===== config.mk =====
export PLATFORM = sky130hd
export DESIGN_NAME = see_weight_fetcher
export DESIGN_NICKNAME = d
export VERILOG_FILES = /design/src/rtl/see_weight_fetcher.sv
export SDC_FILE = /design/constraint.sdc
export NUM_CORES = 1
export LEC_CHECK = 0
export ABC_AREA = 1
export CAP_MARGIN = 20
export CORE_MARGIN = 5
export CORE_UTILIZATION = 25
export CTS_CLUSTER_SIZE = 10
export DETAILED_ROUTE_END_ITERATION = 10
export PLACE_DENSITY = 0.52
export SLEW_MARGIN = 0
export SYNTH_ARGS = -nofsm -noshare
export SYNTH_HDL_FRONTEND = slang
export SYNTH_SLANG_ARGS = --single-unit

===== constraint.sdc =====
create_clock -name clk -period 9.1 [get_ports clk]
set_input_delay 1.365 -clock clk [delete_from_list [all_inputs] [get_ports clk]]
set_output_delay 1.365 -clock clk [all_outputs]
set_load 0.05 [all_outputs]

===== src/rtl/see_weight_fetcher.sv =====
// see_weight_fetcher: reader side of the synchronous-read weight ROM.
// Issues one contiguous burst of ROM addresses per job, captures the returned
// signed weights in a 2-entry output FIFO and streams them over valid/ready.
//
// Ports:
//   clk, rst_n            clock, asynchronous active-low reset
//   start                 1-cycle job request, accepted only while idle
//   base_addr, length     burst description, sampled with an accepted start
//   rom_addr / rom_data   weight ROM interface (data valid 1 cycle after addr)
//   w_valid/w_ready       output handshake; w_data is the weight, w_last
//                         marks the final word of the burst
//   busy                  high while fetching/draining a burst
//   done                  1-cycle pulse after the final handshake
//   checksum              (FETCH_CHECKSUM_EN only) 16-bit sign-extended sum
//                         of the weights accepted in the current burst
//
// Optional feature macro: FETCH_CHECKSUM_EN.
module see_weight_fetcher #(
  parameter int unsigned WEIGHT_W = 8,
  parameter int unsigned ADDR_W   = 10,
  parameter int unsigned LEN_W    = 11
) (
  input  logic                       clk,
  input  logic                       rst_n,
  input  logic                       start,
  input  logic [ADDR_W-1:0]          base_addr,
  input  logic [LEN_W-1:0]           length,
  output logic [ADDR_W-1:0]          rom_addr,
  input  logic signed [WEIGHT_W-1:0] rom_data,
  output logic                       w_valid,
  input  logic                       w_ready,
  output logic signed [WEIGHT_W-1:0] w_data,
  output logic                       w_last,
  output logic                       busy,
  output logic                       done
`ifdef FETCH_CHECKSUM_EN
  ,
  output logic [15:0]                checksum
`endif
);

  typedef enum logic [1:0] {StIdle, StFetch, StDrain, StDone} state_e;

  state_e                     state_q;
  logic [ADDR_W-1:0]          addr_q;       // next address to issue
  logic [ADDR_W-1:0]          last_addr_q;  // most recently issued address
  logic [LEN_W-1:0]           len_q;
  logic [LEN_W-1:0]           issue_cnt_q;
  logic [LEN_W-1:0]           out_cnt_q;
  logic                       rd_q;         // a read is in flight on rom_data
  logic [1:0]                 occ_q;
  logic signed [WEIGHT_W-1:0] head_q;
  logic signed [WEIGHT_W-1:0] tail_q;

  logic       pop;
  logic       push;
  logic       issue;
  logic [2:0] credit;

  assign pop  = w_valid & w_ready;
  assign push = rd_q;

  // Slots committed after this cycle's pop: buffered words plus the read in
  // flight. Crediting the same-cycle pop is what allows 1 word/cycle with only
  // two entries; a word issued now lands in the FIFO two edges later, by which
  // time at most one other word can be occupying it.
  assign credit = {1'b0, occ_q} + {2'b00, rd_q} - {2'b00, pop};
  assign issue  = (state_q == StFetch) && (issue_cnt_q != len_q) && (credit < 3'd2);

  // Address is presented in the issue cycle; otherwise the last one is held.
  assign rom_addr = issue ? addr_q : last_addr_q;

  assign w_valid = (occ_q != 2'd0);
  assign w_data  = head_q;
  assign w_last  = w_valid && (out_cnt_q == len_q - LEN_W'(1));
  assign busy    = (state_q == StFetch) || (state_q == StDrain);
  assign done    = (state_q == StDone);

  always_ff @(posedge clk or negedge rst_n) begin
    if (!rst_n) begin
      state_q     <= StIdle;
      addr_q      <= '0;
      last_addr_q <= '0;
      len_q       <= '0;
      issue_cnt_q <= '0;
      out_cnt_q   <= '0;
      rd_q        <= 1'b0;
    end else begin
      rd_q <= issue;
      if (issue) begin
        addr_q      <= addr_q + ADDR_W'(1);
        last_addr_q <= addr_q;
        issue_cnt_q <= issue_cnt_q + LEN_W'(1);
      end
      if (pop) begin
        out_cnt_q <= out_cnt_q + LEN_W'(1);
      end
      unique case (state_q)
        StIdle: begin
          if (start) begin
            addr_q      <= base_addr;
            len_q       <= length;
            issue_cnt_q <= '0;
            out_cnt_q   <= '0;
            state_q     <= (length == '0) ? StDone : StFetch;
          end
        end
        StFetch: begin
          if (issue && (issue_cnt_q + LEN_W'(1) == len_q)) begin
            state_q <= StDrain;
          end
        end
        StDrain: begin
          if (pop && w_last) begin
            state_q <= StDone;
          end
        end
        StDone: begin
          state_q <= StIdle;
        end
      endcase
    end
  end

  // 2-entry FIFO; head_q drives w_data directly so a write into the second
  // entry never disturbs a word that is waiting for its handshake.
  always_ff @(posedge clk or negedge rst_n) begin
    if (!rst_n) begin
      occ_q  <= 2'd0;
      head_q <= '0;
      tail_q <= '0;
    end else begin
      case ({push, pop})
        2'b10: begin
          if (occ_q == 2'd0) begin
            head_q <= rom_data;
          end else begin
            tail_q <= rom_data;
          end
          occ_q <= occ_q + 2'd1;
        end
        2'b01: begin
          if (occ_q == 2'd2) begin
            head_q <= tail_q;
          end
          occ_q <= occ_q - 2'd1;
        end
        2'b11: begin
          // Occupancy 2 with a push is excluded by the issue credit.
          if (occ_q == 2'd1) begin
            head_q <= rom_data;
          end else begin
            head_q <= tail_q;
            tail_q <= rom_data;
          end
        end
        default: ;
      endcase
    end
  end

`ifdef FETCH_CHECKSUM_EN
  logic [15:0] w_ext;
  assign w_ext = 16'(w_data);

  always_ff @(posedge clk or negedge rst_n) begin
    if (!rst_n) begin
      checksum <= '0;
    end else if ((state_q == StIdle) && start) begin
      checksum <= '0;
    end else if (pop) begin
      checksum <= checksum + w_ext;
    end
  end
`endif

endmodule


# ---- Yosys cells after proc, flatten, opt, wreduce, memory -nomap -nowiden
# Cells that the tools add are included.
dict set report word_totals {
  mem_bits_ro 0
  out_inout_bits 22
  memories 0
  latch_bits 0
  ramBits 0
  reg_bits 74
}
dict set report op_classes {
  mux 23
  n_shift 0
  n_reduce_logical 17
  bitwise_logic 1
  n_addsub 8
  order_cmp 1
  multipliers 0
  eq_ne 18
  div 0
}
# op count
set op_table {}
lappend op_table {{$mux W11} 6}
lappend op_table {{$mux W10} 4}
lappend op_table {{$mux W8} 5}
lappend op_table {{$pmux W8 S3} 1}
lappend op_table {{$add A11 B1 Y11 const B} 2}
lappend op_table {{$eq A11 B11 Y1} 2}
lappend op_table {{$pmux W8 S2} 1}
lappend op_table {{$logic_not A11 Y1} 1}
lappend op_table {{$ne A11 B11 Y1} 1}
lappend op_table {{$sub A11 B1 Y11 const B} 1}
lappend op_table {{$add A10 B1 Y10 const B} 1}
lappend op_table {{$eq A2 B2 Y1 const B} 5}
lappend op_table {{$ne A2 B2 Y1 const B} 5}
lappend op_table {{$reduce_and A3 Y1} 3}
lappend op_table {{$mux W2} 4}
lappend op_table {{$pmux W2 S4} 1}
lappend op_table {{$eq A2 B1 Y1 const B} 3}
lappend op_table {{$reduce_bool A2 Y1} 3}
lappend op_table {{$logic_and A1 B1 Y1} 5}
lappend op_table {{$logic_not A2 Y1} 2}
lappend op_table {{$ne A2 B1 Y1 const B} 2}
lappend op_table {{$pmux W2 S2} 1}
lappend op_table {{$add A2 B1 Y3} 1}
lappend op_table {{$lt A3 B2 Y1 const B} 1}
lappend op_table {{other kinds (7)} 7}

# ---- Longest topological paths before layout
# Gate-level depths: netlist (run 1).
dict set report depth {
  ltp_word 8
  ltp_mapped 20
  ltp_nobuf 20
}

# ---- Worst setup path after synthesis (run 1)
# No wires, ideal clock.
dict set report synth_timing {
  path_kind {input-to-output}
  from {in w_ready}
  to {out rom_addr[1]}
  arrival_ps 4046
  path_slack_ps 3689
  stages 11
  cell_sequence {nand2_1 -> ha_1 -> nand2_1 -> fa_1 -> nand2_1 -> inv_1 -> nand2_1 -> nor2_1 -> nand2_2 -> buf_2 -> o21ai_0}
}
dict set report synth_between {
  elab_chain_len 5
}
# item line
set synth_rtl {}
lappend synth_rtl {{start, declared} 31} ;# input logic w_ready,
lappend synth_rtl {{$and A1 B1 Y1} 60} ;# assign pop = w_valid & w_ready;
lappend synth_rtl {{$sub A3 B1 Y3} 67} ;# assign credit = {1'b0, occ_q} + {2'b00, rd_q} - {2'b00, pop};
lappend synth_rtl {{$lt A3 B2 Y1} 68} ;# assign issue = (state_q == StFetch) && (issue_cnt_q != len_q) && (credit < 3'd2);
lappend synth_rtl {{$logic_and A1 B1 Y1} 68}
lappend synth_rtl {{$mux W10} --}
lappend synth_rtl {{end, declared} 28} ;# output logic [ADDR_W-1:0] rom_addr,
# Every way passes these cells.

# ---- Worst setup path in the final report (run 1)
dict set report layout_timing {
  from {in w_ready}
  to {out rom_addr[0]}
}
# The elaborated chain is that of the path after synthesis.

==> metrics.cfg, run 1 <==
[outcome]
status=finished clean

[setup_path]
reg2reg_depth=15
critical_path.startpoint=w_ready
worstPathRequired_ns=7.74
path_delay_family=buffers and inverters
slowest_delay_ns=0.82
cp-start-kind=input port
cp_cell_sequence=clkdlybuf4s50_1 > nand2_1 > inv_2 > ha_1 > fa_1 > nand2_1 > inv_1 > nand2_1 > nor2_1 > nand2_2 > inv_2 > nand2_1 > o21a_1 > clkdlybuf4s50_1
worst-path-buf-inv=5
cp-end-kind=primary output
r2r_slack_ns=5.59
regToRegEndpoint=last_addr_q[0]
crit_path_top_delay_cell=clkdlybuf4s50_1
worst-setup-path-type=input port to primary output
crit_fanout=34
r2r_start=occ_q[1]
crit_top_cell=nand2_1
cp.arrival_ns=5.17

[sta]
period_share_pct=71.8
clock_skew_ns=0.0118
rsz0062_at_grt=false
worst_pin_slew_ns=0.860
tns_ns=0
fmax_mhz=153
maxSlewHeadroom_pct=42.3
setup_viol=0
hold_violations=0
drv_slew=0
fin_crit_ns=6.53

[global_route]
grt_max_degree=43
grt_pass1_vias=3820
grt-ovfl-total=0
grt_pass1_wl_mm=19.0
grt_usage_pct=10.8
antenna_found_initial=0

[worst_hold_path]
hp-class=register to register
min_from=tail_q[7]
min_delay_worst_endpoint=tail_q[7]
hold-path-cell-count=2

[routing]
route.detailed.wl_per_inst_um=12.0
first_pass_iters=4
viasPerCell=4.29
drtIter0Drc=198
via_count=3901
wl_mm=10.9
ant_nets=0
drc_errors=0

[logic_synthesis]
syn-cell-area_sq_um=4560
synthTopCellsByArea=dfrtp_1, nand2_1, inv_1
synth_edf_count=0
syn_inst=625
syn_area_per_cell_sq_um=7.30
synth_ff_type=dfrtp_1
ys_seq_elements=74
synth_top_area_share_pct=40.6
ys_seq_area_share_pct=40.6
synth_cell_types=29
ys_warn_count=0
yosysMostFrequentCell=nand2_1
yosysTopAreaCell=dfrtp_1
async_flop_share_pct=100
yosys-top-cells-count=nand2_1, inv_1, dfrtp_1
synth_nets=675

[place]
port_buffers=54
gp_congestion=0.821
place_hpwl_mm=8.09

[clock_tree]
cts.sinks=74
ctsHoldBuffers=0
cts_buffer_depth=2
h-tree-depth=3
cts-root-buf=clkbuf_16
cts_made_buffers=9
path_clk_slew_ns=0.06
ctsResizeCount=0
cts_setup_buffers=0
cts_tree=yes
clk-insertion-delay-late_ns=0.34

[cells_and_area]
antenna_cells=0
layout-drive-gt1-share_pct=7.05
fin_nets=726
fill_cells=1946
final_util_pct=31.3
areaGrowthSynthToFinish_pct=23.3

[power_and_ir_drop]
powerDensity_nw_per_um2=366
sw_frac_of_total_pct=47.5
p_int_w=0.00108
clkPwrFrac_pct=17.7
p_leak_nw=2.79
seqPwrFrac_pct=29.0
max-vdd-ir-drop_v=0.000257
power.switching_w=0.000978
power.share.combinational_pct=53.3

[floorplanning]
rows=49
start_util_pct=25.4
die_area_sq_um=21100
die_w_um=145
pin_count=55
die_h_um=145
coreArea_sq_um=18000

[run]
drv_cap=0

[routing by layer]
| layer | global-route usage, % | up-vias | share of wire, % |
|---|---|---|---|
| li1 | - | 2066 | - |
| met1 | 15.0 | 1756 | 50 |
| met2 | 16.8 | 71 | 44 |
| met3 | 2.81 | 8 | 4.5 |
| met4 | 2.80 | 0 | 0.99 |
| met5 | 0 | - | 0 |
[metrics by stage]
step,power (W),cells,hold WS (ns),instance area [sq um],setup WS (ns)
final,0.00206,910,0.481,5630,2.57
after global routing,0.00226,910,0.498,5630,2.22
after CTS,0.00209,910,0.488,5630,2.48
after detailed placement,0.00172,894,0.472,5320,2.49
after global placement,0.00171,894,0.465,5320,2.52
after floorplan,0.00142,625,0.447,4560,3.69
[power by group through the flow]
stage	combinational, W	clock, W	sequential (W)
2_1_floorplan	0.000792	0	0.000625
3_3_place_gp	0.00111	0	0.000603
3_5_place_dp	0.00111	0	0.000603
4_1_cts	0.00112	0.000377	0.000598
5_1_grt	0.00125	0.000389	0.000622
6_report	0.00110	0.000365	0.000597
[logic make-up (layout without fill, tap and decap cells)]
logic type | Yosys count | after routing | synth area share [%]
AND/OR/NAND/NOR | 289 | 289 | 26.6
buffers and inverters | 117 | 173 | 10.1
AO/OA/AOI/OAI | 89 | 89 | 9.98
flip-flops | 74 | 74 | 40.6
XOR/XNOR | 31 | 31 | 5.95
adder cells (fa/ha/maj) | 17 | 17 | 4.83
multiplexers | 8 | 8 | 1.97
[how the worst max path moves through the flow]
stage,to,slack (ns),cells after the start
6_report,rom_addr[0],2.57,14
2_1_floorplan,rom_addr[1],3.69,11
4_1_cts,rom_addr[0],2.48,14
3_3_place_gp,rom_addr[0],2.52,14
5_1_grt,rom_addr[0],2.22,14
3_5_place_dp,rom_addr[0],2.49,14
[flip-flops by register name, indices dropped and copies added (netlist names)]
register / cells
addr_q: 10
tail_q: 8
push: 1
state_q: 2
last_addr_q: 10
w_data: 8
out_cnt_q: 11
len_q: 11
occ_q: 2
issue_cnt_q: 11
[tightest hold or removal path, delay by kind of cell (launching register included)]
| kind | cells | cell delay [ns] |
|---|---|---|
| flops | 1 | 0.34 |
| compound gates | 1 | 0.06 |
| simple gates | 1 | 0.05 |
[cells in the final DEF (no fill, tap or decap), drive strengths merged, types with 3 or more instances in the layout]
cell	netlist	routed
nand2	183	183
inv	101	102
dfrtp	74	74
o21ai	65	65
clkdlybuf4s50	0	53
nor2	39	39
nand3	33	33
xor2	25	25
a21oi	19	19
ha	16	16
or2	10	10
nand4	10	10
clkbuf	8	10
mux2	8	8
nor3	8	8
xnor2	6	6
nor4	4	4
a31oi	3	3
buf	8	3
[final cells by class]
type / count / area [sq um] / share of cell area [%]
clock buffers: 10 / 239 / 4.25
clock inverters: 6 / 63.8 / 1.13
inverters: 101 / 379 / 6.74
multi-input cells: 434 / 2250 / 40.0
flip-flops and latches: 74 / 1850 / 32.9
well taps: 229 / 287 / 5.09
repair buffers: 56 / 553 / 9.83
Note: power is estimated with default switching activity, not from simulation.
==> run 2, diff against run 1 <==
- clock period: 9.1 -> 6.7 ns (I/O delays scaled with it)
==> run 2 against run 1 <==
  * Worst hold slack lost 0.0053 ns
  * Die area is the same
  * Non-clock buffer count increased by 1
  * Sequential power grew 36%
  * Via count is 2.2% lower
  * Largest power group unchanged
==> metrics.cfg, run 2 (synthesis gave the netlist of run 1 again) <==
[cells_and_area]
final_common_cell=nand2_1  ; unchanged
fin_nets=727  ; was 726
reg_top3=issue_cnt_q (11), len_q (11), out_cnt_q (11)  ; unchanged
most-common-layout-cells=nand2_1, inv_1, dfrtp_1  ; unchanged
areaGrowthSynthToFinish_pct=23.1  ; was 23.3%
layout-drive-gt1-share_pct=6.62  ; was 7.05%
regArea_sq_um=1850  ; unchanged
fill_cells=1963  ; was 1946
multi_input_area_sq_um=2250  ; unchanged
antenna_cells=0  ; unchanged

[sta]
tns_ns=0  ; unchanged
worst_pin_slew_ns=0.882  ; was 0.860 ns
period_share_pct=79.2
whs_ns=0.476  ; was 0.481 ns
drv_slew=0  ; unchanged
maxSlewHeadroom_pct=40.8  ; was 42.3%
rsz0062_at_grt=false  ; unchanged
clock_skew_ns=0.00983  ; was 0.0118 ns
hold_violations=0  ; unchanged
fmax_mhz=189
fin_crit_ns=5.30
setup_viol=0  ; unchanged

[floorplanning]
coreArea_sq_um=18000  ; unchanged
die_w_um=145  ; unchanged
die_h_um=145  ; unchanged
rows=49  ; unchanged
start_util_pct=25.4  ; unchanged
pin_count=55  ; unchanged
die_area_sq_um=21100  ; unchanged

[global_route]
antenna_found_initial=0  ; unchanged
grt_usage_pct=10.9  ; was 10.8%
grt_max_degree=44  ; was 43
grt_pass1_wl_mm=19.4  ; was 19.0 mm
grt-ovfl-total=0  ; unchanged
grt_pass1_vias=3910  ; was 3820

[clock_tree]
path_clk_slew_ns=0.06  ; about the same
h-tree-depth=3  ; unchanged
cts_made_buffers=9  ; unchanged
clk-insertion-delay-late_ns=0.34  ; about the same
ctsResizeCount=0  ; unchanged
cts_buffer_depth=2  ; unchanged
cts.sinks=74  ; unchanged
cts-root-buf=clkbuf_16  ; unchanged
cts_tree=yes  ; unchanged
cts_setup_buffers=0  ; unchanged
ctsHoldBuffers=0  ; unchanged

[routing]
route.detailed.wl_per_inst_um=11.9  ; was 12.0 um
first_pass_iters=6  ; was 4
ant_nets=0  ; unchanged
drc_errors=0  ; unchanged
viasPerCell=4.20  ; was 4.29
via_count=3815  ; was 3901
wl_mm=10.8  ; was 10.9 mm
drtIter0Drc=230  ; was 198

[run]
drv_cap=0  ; unchanged

[setup_path]
cp-start-kind=input port  ; unchanged
cp-end-kind=primary output  ; unchanged
r2r_slack_ns=3.59  ; was 5.59 ns
cp.arrival_ns=4.30  ; was 5.17 ns
worst-setup-path-type=input port to primary output  ; unchanged
crit_fanout=29  ; was 34
worstPathRequired_ns=5.69  ; was 7.74 ns

[worst_hold_path]
hp-class=register to register  ; unchanged

[power_and_ir_drop]
powerDensity_nw_per_um2=495  ; was 366 nW/um^2
p_leak_nw=2.79  ; about the same
max-vdd-ir-drop_v=0.000315  ; was 0.000257 V

[place]
place_hpwl_mm=8.02  ; was 8.09 mm
gp_congestion=0.814  ; was 0.821
port_buffers=54  ; unchanged

[outcome]
status=finished clean  ; unchanged

==> run 2: cell types whose count changed in the layout (fill, tap and decap cells not counted) <==
cell        change
buf_4           +1
clkbuf_1        +2
clkinv_2        -2
clkinv_4        +1
clkinvlp_4      -2
inv_6           -1
==> run 2: critical path, cell delays in order <==
cell	delay, ns
clkdlybuf4s50_1	0.39
nand2_1	0.15
inv_2	0.10
ha_1	0.34
fa_1	0.55
nand2_1	0.05
inv_1	0.04
nand2_1	0.04
nor2_1	0.14
nand2_2	0.08
inv_2	0.38
nand2_1	0.11
nand2_1	0.10
clkdlybuf4s50_1	0.81
==> run 2: path summary, 6_finish.rpt <==
check	cells after the start	endpoint	startpoint
worst max-delay path	14	rom_addr[4]	w_ready
worst min-delay path	2	last_addr_q[4]	last_addr_q[4]
worst max register to register	20	state_q[0]	occ_q[1]
worst min register to register	2	last_addr_q[4]	last_addr_q[4]
max in group asynchronous	2	w_data[3]	rst_n
min in group asynchronous	1	out_cnt_q[9]	rst_n
==> run 2: final cells by class <==
| class | instances | share of cell area (%) |
|---|---|---|
| clock buffers | 12 | 4.39 |
| flip-flops and latches | 74 | 33.0 |
| repair buffers | 57 | 9.98 |
| inverters | 101 | 6.75 |
| clock inverters | 2 | 0.691 |
| multi-input cells | 434 | 40.1 |
| well taps | 229 | 5.10 |
==> run 2: routing by layer <==
layer | global-route usage, % | share of wire, % | routed length, um | vias up
met3 | 2.65 | 3.1 | 333 | 13
met1 | 15.2 | 52 | 5660 | 1685
met5 | 0 | 0 | 0 | -
met4 | 2.80 | 1.3 | 137 | 0
met2 | 17.0 | 43 | 4700 | 49
li1 | - | - | - | 2068
==> run 2: report_power, final <==
| part | internal, W | switching, W | total (W) | leakage, nW |
|---|---|---|---|---|
| registers | 0.000636 | 0.000175 | 0.000810 | 0.926 |
| logic | 0.000538 | 0.000958 | 0.00150 | 1.72 |
| clock network | 0.000295 | 0.000180 | 0.000475 | 0.139 |
| total | 0.00147 | 0.00131 | 0.00278 | 2.79 |
==> run 2: stage by stage <==
step | setup WS, ns | util [%] | instance area, sq um | instances | power (W)
3_3_place_gp | 1.37 | 29.7 | 5330 | 895 | 0.00232
5_1_grt | 1.03 | 31.3 | 5620 | 909 | 0.00307
6_report | 1.40 | 31.3 | 5620 | 909 | 0.00278
4_1_cts | 1.32 | 31.3 | 5620 | 909 | 0.00283
2_1_floorplan | 2.01 | - | 4560 | 625 | 0.00192
3_5_place_dp | 1.33 | 29.7 | 5330 | 895 | 0.00233
==> run 3, diff against run 2 <==
- PLACE_DENSITY: 0.52 -> 0.54
- clock period: 6.7 -> 4.8 ns (I/O delays scaled with it)
==> run 3 against run 2 <==
  * Count of clock-buffer cells in the layout rose by 1
  * Sequential power up 41%
  * Final cell count is 0.22% higher
  * Wire length increased by 0.18%
  * Worst hold slack got worse by 0.17 ns
  * Total power grew 49%
  * Critical path type unchanged
  * Largest cell class unchanged
  * Clock power is 55% higher
  * Non-clock buffer count up 1
  * Core utilization rose by 0.91 points
  * Sequential cell count unchanged
  * Register-to-register slack got worse by 2.1 ns
  * Via count up 2.6%
==> metrics.cfg, run 3 (synthesis gave the netlist of run 1 again) <==
[cells_and_area]
antenna_cells=0  ; unchanged
most-common-layout-cells=nand2_1, inv_1, dfrtp_1  ; unchanged
layout-drive-gt1-share_pct=8.36  ; was 6.62%
fin_cells=911  ; was 909
final_area_sq_um=5780  ; was 5620 sq um
final_common_cell=nand2_1  ; unchanged
fin_nets=728  ; was 727
areaGrowthSynthToFinish_pct=26.6  ; was 23.1%
reg_top3=issue_cnt_q (11), len_q (11), out_cnt_q (11)  ; unchanged

[clock_tree]
h-tree-depth=3  ; unchanged
ctsHoldBuffers=0  ; unchanged
cts_tree=yes  ; unchanged
path_clk_slew_ns=0.05  ; was 0.06 ns
cts_setup_buffers=0  ; unchanged
cts.sinks=74  ; unchanged
ctsResizeCount=0  ; unchanged
clk-insertion-delay-late_ns=0.33  ; was 0.34 ns
cts_made_buffers=9  ; unchanged
cts_buffer_depth=2  ; unchanged
cts-root-buf=clkbuf_16  ; unchanged

[global_route]
grt_pass1_vias=3803  ; was 3910
grt_usage_pct=10.8  ; was 10.9%
grt_max_degree=75  ; was 44
grt-ovfl-total=0  ; unchanged
antenna_found_initial=0  ; unchanged
grt_pass1_wl_mm=19.0  ; was 19.4 mm

[routing]
first_pass_iters=4  ; was 6
viasPerCell=4.30  ; was 4.20
route.detailed.wl_per_inst_um=11.9  ; about the same
wl_mm=10.8  ; about the same
drtIter0Drc=184  ; was 230
drc_errors=0  ; unchanged
via_count=3914  ; was 3815
ant_nets=0  ; unchanged

[floorplanning]
coreArea_sq_um=18000  ; unchanged
pin_count=55  ; unchanged
die_h_um=145  ; unchanged
rows=49  ; unchanged
start_util_pct=25.4  ; unchanged
die_area_sq_um=21100  ; unchanged
die_w_um=145  ; unchanged

[setup_path]
worstPathRequired_ns=4.08  ; was 5.69 ns
cp_cell_sequence=clkdlybuf4s50_1 > nand2_1 > inv_2 > ha_1 > fa_1 > nand2_1 > inv_1 > nand2_1 > nor2_1 > nand2_2 > o21ai_0 > buf_12  ; was clkdlybuf4s50_1 > nand2_1 > inv_2 > ha_1 > fa_1 > nand2_1 > inv_1 > nand2_1 > nor2_1 > nand2_2 > inv_2 > nand2_1 > nand2_1 > clkdlybuf4s50_1
crit_path_top_delay_cell=fa_1  ; was clkdlybuf4s50_1
crit_fanout=20  ; was 29
worst-setup-path-type=input port to primary output  ; unchanged
cp.arrival_ns=3.49  ; was 4.30 ns
slowest_delay_ns=0.55  ; was 0.81 ns
cp-end-kind=primary output  ; unchanged
cp-start-kind=input port  ; unchanged
crit_top_cell=nand2_1  ; unchanged

[outcome]
status=finished clean  ; unchanged

[sta]
drv_slew=0  ; unchanged
whs_ns=0.307  ; was 0.476 ns
fin_ws_ns=0.590  ; was 1.40 ns
hold_violations=0  ; unchanged
period_share_pct=87.7
fmax_mhz=238
clock_skew_ns=0.00714  ; was 0.00983 ns
fin_crit_ns=4.21
rsz0062_at_grt=false  ; unchanged
worst_pin_slew_ns=0.899  ; was 0.882 ns
setup_viol=0  ; unchanged
tns_ns=0  ; unchanged
maxSlewHeadroom_pct=39.7  ; was 40.8%

[power_and_ir_drop]
max-vdd-ir-drop_v=0.000544  ; was 0.000315 V
p_leak_nw=2.87  ; was 2.79 nW
powerDensity_nw_per_um2=719  ; was 495 nW/um^2

[run]
drv_cap=0  ; unchanged

[place]
numPlacedInstances=895  ; unchanged
place_hpwl_mm=8.09  ; was 8.02 mm
port_buffers=54  ; unchanged
gp_congestion=0.801  ; was 0.814
place_area_sq_um=5430  ; was 5330 sq um
dp_slack_ns=0.527  ; was 1.33 ns

[worst_hold_path]
hp-class=input port to asynchronous set/reset pin  ; was register to register

==> run 3: cell types whose count changed in the layout (fill, tap and decap cells not counted) <==
cell | before | now
buf_12 | 0 | 10
clkdlybuf4s50_1 | 53 | 43
buf_16 | 0 | 1
bufinv_16 | 1 | 2
clkbuf_8 | 1 | 2
clkinv_4 | 1 | 0
==> run 3: worst max-delay path: cells and delay by family <==
family | cells | cell delay (ns)
AOI/OAI and AO/OA | 1 | 0.46
and+or+nand+nor | 5 | 0.66
buffers and inverters | 4 | 0.76
adders and majority gates | 2 | 0.89
==> run 3: final timing paths <==
path                       startpoint              to  slack (ns)  depth (start not counted)
max                           w_ready     rom_addr[7]        0.59                         12
min                             rst_n        len_q[8]        0.31                          1
max reg2reg                  occ_q[1]  issue_cnt_q[8]        1.49                         16
min reg2reg                 tail_q[5]       tail_q[5]        0.48                          2
max in group asynchronous       rst_n       addr_q[7]        3.92                          2
min in group clk            tail_q[5]       tail_q[5]        0.48                          2
==> run 3: layout make-up <==
type / instances / area [sq um]
fillers: 1906 / 12200
multi-input cells: 434 / 2250
clock inverters: 2 / 60.1
repair buffers: 58 / 688
inverters: 101 / 379
well taps: 229 / 287
clock buffers: 13 / 260
flip-flops and latches: 74 / 1850
==> run 3: layer usage <==
layer	wire length [um]	up-vias	part of all wire [%]	global-route usage [%]
met5	0	-	0	0
met4	146	0	1.3	2.99
met3	338	12	3.1	2.87
met2	5000	54	46	16.8
met1	5360	1783	49	14.8
li1	-	2065	-	-
==> run 3: per-stage QoR <==
| stage | utilization (%) | total power (W) |
|---|---|---|
| after floorplan | - | 0.00269 |
| after global placement | 30.2 | 0.00342 |
| after detailed placement | 30.2 | 0.00344 |
| after CTS | 32.0 | 0.00421 |
| after global routing | 32.2 | 0.00455 |
| final | 32.2 | 0.00415 |
==> run 3: power breakdown <==
part	switching [W]	total [W]	internal, W
clock	0.000256	0.000737	0.000481
combinational	0.00138	0.00228	0.000899
sequential	0.000248	0.00114	0.000888
